<file path="src/rtl/mac_cfg_loader.sv">
// mac_cfg_loader: assembles a framed chunk stream into a shadow word and commits it to the MAC cluster cfg bus with a one-cycle cset.
// Latency: cset and the new cfg appear in the cycle after the final-chunk accept; mac_en and ready are held low for the commit and guard cycles.
// Backpressure: ready drops during commit, guard (and readback); the sender holds its chunk until ready returns. Optional macro: MAC_CFG_READBACK_EN.
module mac_cfg_loader #(
    parameter int MAC_CONF_WIDTH = 4,
    parameter int MAC_MIN_WIDTH  = 8,
    parameter int MAC_MULT_WIDTH = 2 * MAC_MIN_WIDTH,
    parameter int MAC_ACC_WIDTH  = 2 * MAC_MULT_WIDTH,
    parameter int CFG_WIDTH      = 4 * MAC_ACC_WIDTH + MAC_CONF_WIDTH,
    parameter int CHUNK_WIDTH    = 8,
    parameter int NUM_CHUNKS     = (CFG_WIDTH + CHUNK_WIDTH - 1) / CHUNK_WIDTH
) (
`ifdef MAC_CFG_READBACK_EN
    input  logic                   rb_req,
    output logic                   rb_valid,
    output logic [CHUNK_WIDTH-1:0] rb_data,
`endif
    input  logic                   clk,
    input  logic                   rst,
    input  logic                   en,
    input  logic                   cfg_in_valid,
    output logic                   cfg_in_ready,
    input  logic [CHUNK_WIDTH-1:0] cfg_in_data,
    input  logic                   cfg_in_last,
    output logic                   cset,
    output logic [CFG_WIDTH-1:0]   cfg,
    output logic                   mac_en,
    output logic                   busy,
    output logic                   err
);

    localparam int CNT_W    = (NUM_CHUNKS > 1) ? $clog2(NUM_CHUNKS) : 1;
    localparam int FRAME_W  = NUM_CHUNKS * CHUNK_WIDTH;
    localparam logic [CNT_W-1:0] CNT_LAST = CNT_W'(NUM_CHUNKS - 1);

    localparam logic [2:0] ST_IDLE   = 3'd0;
    localparam logic [2:0] ST_SHIFT  = 3'd1;
    localparam logic [2:0] ST_COMMIT = 3'd2;
    localparam logic [2:0] ST_GUARD  = 3'd3;
`ifdef MAC_CFG_READBACK_EN
    localparam logic [2:0] ST_RDBK   = 3'd4;
`endif

    logic [2:0]           state_q, state_d;
    logic [CNT_W-1:0]     cnt_q, cnt_d;
    logic [CFG_WIDTH-1:0] shadow_q, shadow_d;
    logic [CFG_WIDTH-1:0] cfg_q, cfg_d;
    logic                 err_q, err_d;

    logic                 in_frame;
    logic                 accept;
    logic                 cnt_is_last;
    logic                 rb_start;
    logic [FRAME_W-1:0]   chunk_ext;
    logic [FRAME_W-1:0]   chunk_mask;

    assign in_frame    = (state_q == ST_IDLE) || (state_q == ST_SHIFT);
    assign accept      = cfg_in_valid && cfg_in_ready;
    assign cnt_is_last = (cnt_q == CNT_LAST);

    // Incoming chunk and its lane mask, placed at the slot selected by cnt.
    assign chunk_ext  = FRAME_W'(cfg_in_data) << (cnt_q * CHUNK_WIDTH);
    assign chunk_mask = FRAME_W'({CHUNK_WIDTH{1'b1}}) << (cnt_q * CHUNK_WIDTH);

`ifdef MAC_CFG_READBACK_EN
    logic [CNT_W-1:0]   rb_cnt_q, rb_cnt_d;
    logic [FRAME_W-1:0] rb_word;

    // Readback only starts from IDLE; it wins over a chunk offered in the same cycle.
    assign rb_start = (state_q == ST_IDLE) && rb_req;
    assign rb_word  = FRAME_W'(cfg_q);
    assign rb_valid = (state_q == ST_RDBK);
    assign rb_data  = CHUNK_WIDTH'(rb_word >> (rb_cnt_q * CHUNK_WIDTH));
`else
    assign rb_start = 1'b0;
`endif

    assign cfg_in_ready = rst && in_frame && !rb_start;
    assign cset         = (state_q == ST_COMMIT);
    assign cfg          = cfg_q;
    assign mac_en       = rst && en && in_frame;
    assign busy         = (state_q != ST_IDLE);
    assign err          = err_q;

    // Next-state: chunk assembly, frame completion/commit, framing errors, commit/guard sequencing.
    always_comb begin
        state_d  = state_q;
        cnt_d    = cnt_q;
        shadow_d = shadow_q;
        cfg_d    = cfg_q;
        err_d    = 1'b0;
`ifdef MAC_CFG_READBACK_EN
        rb_cnt_d = rb_cnt_q;
`endif
        case (state_q)
            ST_IDLE, ST_SHIFT: begin
                if (accept) begin
                    // Bits of the final chunk above CFG_WIDTH fall off in the truncation.
                    shadow_d = CFG_WIDTH'((FRAME_W'(shadow_q) & ~chunk_mask) | chunk_ext);
                    if (cnt_is_last && cfg_in_last) begin
                        cfg_d    = shadow_d;
                        shadow_d = '0;
                        cnt_d    = '0;
                        state_d  = ST_COMMIT;
                    end else if (cnt_is_last || cfg_in_last) begin
                        // Early last or missing last: drop the partial frame, keep live cfg.
                        err_d    = 1'b1;
                        shadow_d = '0;
                        cnt_d    = '0;
                        state_d  = ST_IDLE;
                    end else begin
                        cnt_d   = cnt_q + 1'b1;
                        state_d = ST_SHIFT;
                    end
                end
`ifdef MAC_CFG_READBACK_EN
                else if (rb_start) begin
                    rb_cnt_d = '0;
                    state_d  = ST_RDBK;
                end
`endif
            end
            ST_COMMIT: state_d = ST_GUARD;
            ST_GUARD:  state_d = ST_IDLE;
`ifdef MAC_CFG_READBACK_EN
            ST_RDBK: begin
                if (rb_cnt_q == CNT_LAST) begin
                    rb_cnt_d = '0;
                    state_d  = ST_IDLE;
                end else begin
                    rb_cnt_d = rb_cnt_q + 1'b1;
                end
            end
`endif
            default:   state_d = ST_IDLE;
        endcase
    end

    // State registers with synchronous active-low reset; a reset aborts any frame or commit.
    always_ff @(posedge clk) begin
        if (!rst) begin
            state_q  <= ST_IDLE;
            cnt_q    <= '0;
            shadow_q <= '0;
            cfg_q    <= '0;
            err_q    <= 1'b0;
        end else begin
            state_q  <= state_d;
            cnt_q    <= cnt_d;
            shadow_q <= shadow_d;
            cfg_q    <= cfg_d;
            err_q    <= err_d;
        end
    end

`ifdef MAC_CFG_READBACK_EN
    // Readback chunk counter.
    always_ff @(posedge clk) begin
        if (!rst) begin
            rb_cnt_q <= '0;
        end else begin
            rb_cnt_q <= rb_cnt_d;
        end
    end
`endif

endmodule
</file>
<file path="config.mk">
export PLATFORM = sky130hd
export DESIGN_NAME = mac_cfg_loader
export DESIGN_NICKNAME = d
export VERILOG_FILES = /design/src/rtl/mac_cfg_loader.sv
export SDC_FILE = /design/constraint.sdc
export NUM_CORES = 1
export LEC_CHECK = 0
export BUFFER_PORTS_ARGS = -buffer_cell sky130_fd_sc_hd__buf_2
export CORE_ASPECT_RATIO = 0.5
export CORE_MARGIN = 1.5
export CORE_UTILIZATION = 35
export CTS_CLUSTER_DIAMETER = 100
export DETAILED_ROUTE_END_ITERATION = 10
export SLEW_MARGIN = 20
export SYNTH_ARGS = -nofsm -noshare
export SYNTH_HDL_FRONTEND = slang
export SYNTH_SLANG_ARGS = --single-unit
</file>
<file path="constraint.sdc">
create_clock -name clk -period 2.7 [get_ports clk]
set_input_delay 0.27 -clock clk [delete_from_list [all_inputs] [get_ports clk]]
set_output_delay 0.27 -clock clk [all_outputs]
set_load 0.05 [all_outputs]
</file>
==> results.yml <==
outcome:
  outcome: "finished clean"
power_and_ir_drop:
  pwr-share-comb_pct: 3.7
  pwr-share-clk_pct: 47.8
  power_density_mw_per_mm2: 620
  ir_drop_mv: 0.303
  p_seq_share_pct: 48.5
  p_sw_share_pct: 22.1
  p_leak_nw: 4.50
  internal-power_mw: 6.37
  p_switching_mw: 1.81
floorplanning:
  rows: 46
  fp.dieArea_mm2: 0.0336
  fp.dieH_um: 130
  core_area_mm2: 0.0318
  die_w_um: 258
  initial_core_util_pct: 35.7
  ios: 150
logic_synthesis:
  synth_top_area_cell: "dfxtp_1"
  synth-seq-area-share_pct: 47.2
  synth_edf_count: 0
  syn-num-nets: 1077
  async_flop_share_pct: 0
  yosys_most_used_dff: "dfxtp_1"
  synth.top_cells.by_area: "dfxtp_1, o2bb2ai_1, a22oi_1"
  yosys.area.top_type_share_pct: 47.2
  yosysWarnings: 0
  synth.avg_cell_area_um2: 10.7
  ys_types: 59
  ys_seq_elements: 268
  syn_inst: 1058
  syn_area_mm2: 0.0114
global_route:
  overflow: 0
  grt_pass1_wl_um: 50000
  gr-usage-all-layers_pct: 18.4
  antenna_found_initial: 0
  grt_max_degree: 89
  grt_pass1_vias: 8648
clock_tree:
  cts_hold_buf: 0
  clk_latency_ps: 540
  post-cts-setup-buffers: 0
  cts_tree: "built"
  clock_path_buffers: 3
  clock-sinks: 268
  htreeDepth: 1
  clockRootBuffer: "clkbuf_16"
  cts-resized-gates: 0
  cts_made_buffers: 26
  clk_pin_slew_ps: 70
worst_setup_path:
  crit_path_max_incr_delay_ps: 550
  start_kind: "flip-flop"
  worstPathArrival_ps: 2640
  slowest_stage: "a32oi_1"
  cp.required_ps: 3090
  cp-end-kind: "flip-flop"
  crit_start: "cnt_q[1]"
  worstPathMaxFanout: 17
  crit_type: "flip-flop to flip-flop"
  path_cells: "inv_1 > ha_1 > nand4bb_1 > buf_4 > a32oi_1 > o2bb2ai_1"
  rr_startpoint: "cnt_q[1]"
drt:
  drc: 0
  via_per_inst: 5.69
  drtAntennaViolNets: 0
  num_vias: 9006
  drt_iter0_markers: 720
  drt_first_pass_iters: 5
  post_drt_wl_per_cell_um: 20.4
  wirelength_um: 32400
final_layout:
  drive_gt1_share_pct: 30.5
  finish.utilization_pct: 41.4
  num-nets-final: 1150
  diodes: 0
  area_delta_synth_final_pct: 16.1
placed_design:
  place_congestion: 0.771
  port_buffers: 149
  post-place-ws_ps: 468
  dp_hpwl_um: 20800
timing:
  setup_viol: 0
  finalSetupTns_ps: 0
  timing.final.ws_setup_ps: 451
  fmax_mhz: 445
  fin_crit_sh_pct: 83.3
  hold_viol: 0
  skew_ps: 12.0
  relSlewSlack_pct: 44.3
  rsz0062_at_grt: "no"
  worst_slew_pin_slew_ps: 834
  finalCriticalPeriod_ps: 2250
  maxSlewViolCount: 0
hold_path:
  min-delay-start: "cfg_in_last"
  worstHoldPathType: "primary input to flip-flop"
run:
  maxCapViolCount: 0
registers in the layout, indices dropped and copies added (netlist names):
register / cells
cfg: 132
shadow_q: 128
cnt_q: 5
state_q: 2
err: 1
routing by layer:
metal	wire length [µm]	share of wire [%]	track usage [%]	vias to the layer above
met5	0	0	0	-
met4	655	2.0	4.54	0
met3	1670	5.2	3.40	51
met2	15200	47	30.6	238
met1	14800	46	24.9	4451
li1	-	-	-	4266
cells in the mapped netlist, types with 4 or more instances:
cell type    n
buf_12       5
ha_1         6
a22oi_2      4
a22oi_1    112
nand4bb_1    8
a211oi_2    51
buf_4       14
a211oi_1    62
dfxtp_1    268
buf_6       11
a21oi_1     93
and2_1      10
nand2_1      9
buf_1        9
inv_1       19
nor2b_1     16
nand4_1     15
o31ai_1     12
buf_2       37
o2111ai_1    7
clkbuf_2    11
nand3_1      8
a21oi_2     40
o211a_1      8
o2bb2ai_1  120
nor4b_2      6
clkbuf_1    53
metrics by stage:
stage / total power [mW] / cells / hold WS, ps / cell area, µm²
floorplan: 4.26 / 1058 / 423 / 11400
global placement: 4.35 / 1535 / 433 / 12300
detailed placement: 4.36 / 1535 / 438 / 12300
CTS: 8.24 / 1583 / 137 / 13200
global route: 8.43 / 1583 / 164 / 13200
finish: 8.18 / 1583 / 159 / 13200
power groups by stage:
stage	logic, mW	registers [mW]	clock network [mW]
final	0.307	3.97	3.91
after global routing	0.325	3.96	4.14
after CTS	0.305	3.97	3.97
after detailed placement	0.304	4.05	0
after global placement	0.299	4.05	0
after floorplan	0.204	4.06	0
final timing paths:
kind,slack [ps],to,depth (start not counted)
min,160,err,3
max,450,shadow_q[68],6
max reg2reg,450,shadow_q[68],6
min reg2reg,450,shadow_q[64],2
kinds of logic after synthesis:
group | after synthesis | share of synthesized area, %
adders and majority gates | 6 | 0.661
AOI/OAI and AO/OA | 519 | 36.8
and+or+nand+nor | 103 | 7.45
buffers and inverters | 162 | 7.88
DFF | 268 | 47.2
cell type report:
type	instances	area (µm²)
tap	432	541
sequential	268	5370
inverter	21	81.3
timing repair buffer	186	1140
clock buffer	40	805
fill	2988	18600
multi-input combinational	628	5140
clock inverter	8	121
worst max-delay path, delay by kind of cell, from the launching register on:
kind / cells / cell delay [ps]
buffers and inverters: 2 / 410
AO/OA/AOI/OAI: 2 / 720
adder cells (fa/ha/maj): 1 / 290
flip-flops: 1 / 340
AND/OR/NAND/NOR: 1 / 330
cell usage in the layout, fill, tap and decap left out, drive strengths merged, types with 4 or more instances in the layout:
| master | count |
|---|---|
| clkinv | 5 |
| o2111ai | 7 |
| nor4bb | 4 |
| nand3 | 8 |
| and2 | 10 |
| nand4 | 15 |
| o2bb2ai | 120 |
| ha | 6 |
| clkbuf | 40 |
| nand2 | 9 |
| o31ai | 12 |
| nor2b | 16 |
| inv | 21 |
| dfxtp | 268 |
| nor4b | 8 |
| a211oi | 113 |
| a22oi | 116 |
| o211a | 8 |
| nand4bb | 8 |
| buf | 186 |
| a21oi | 133 |
Power figures use the tool's default switching activity.
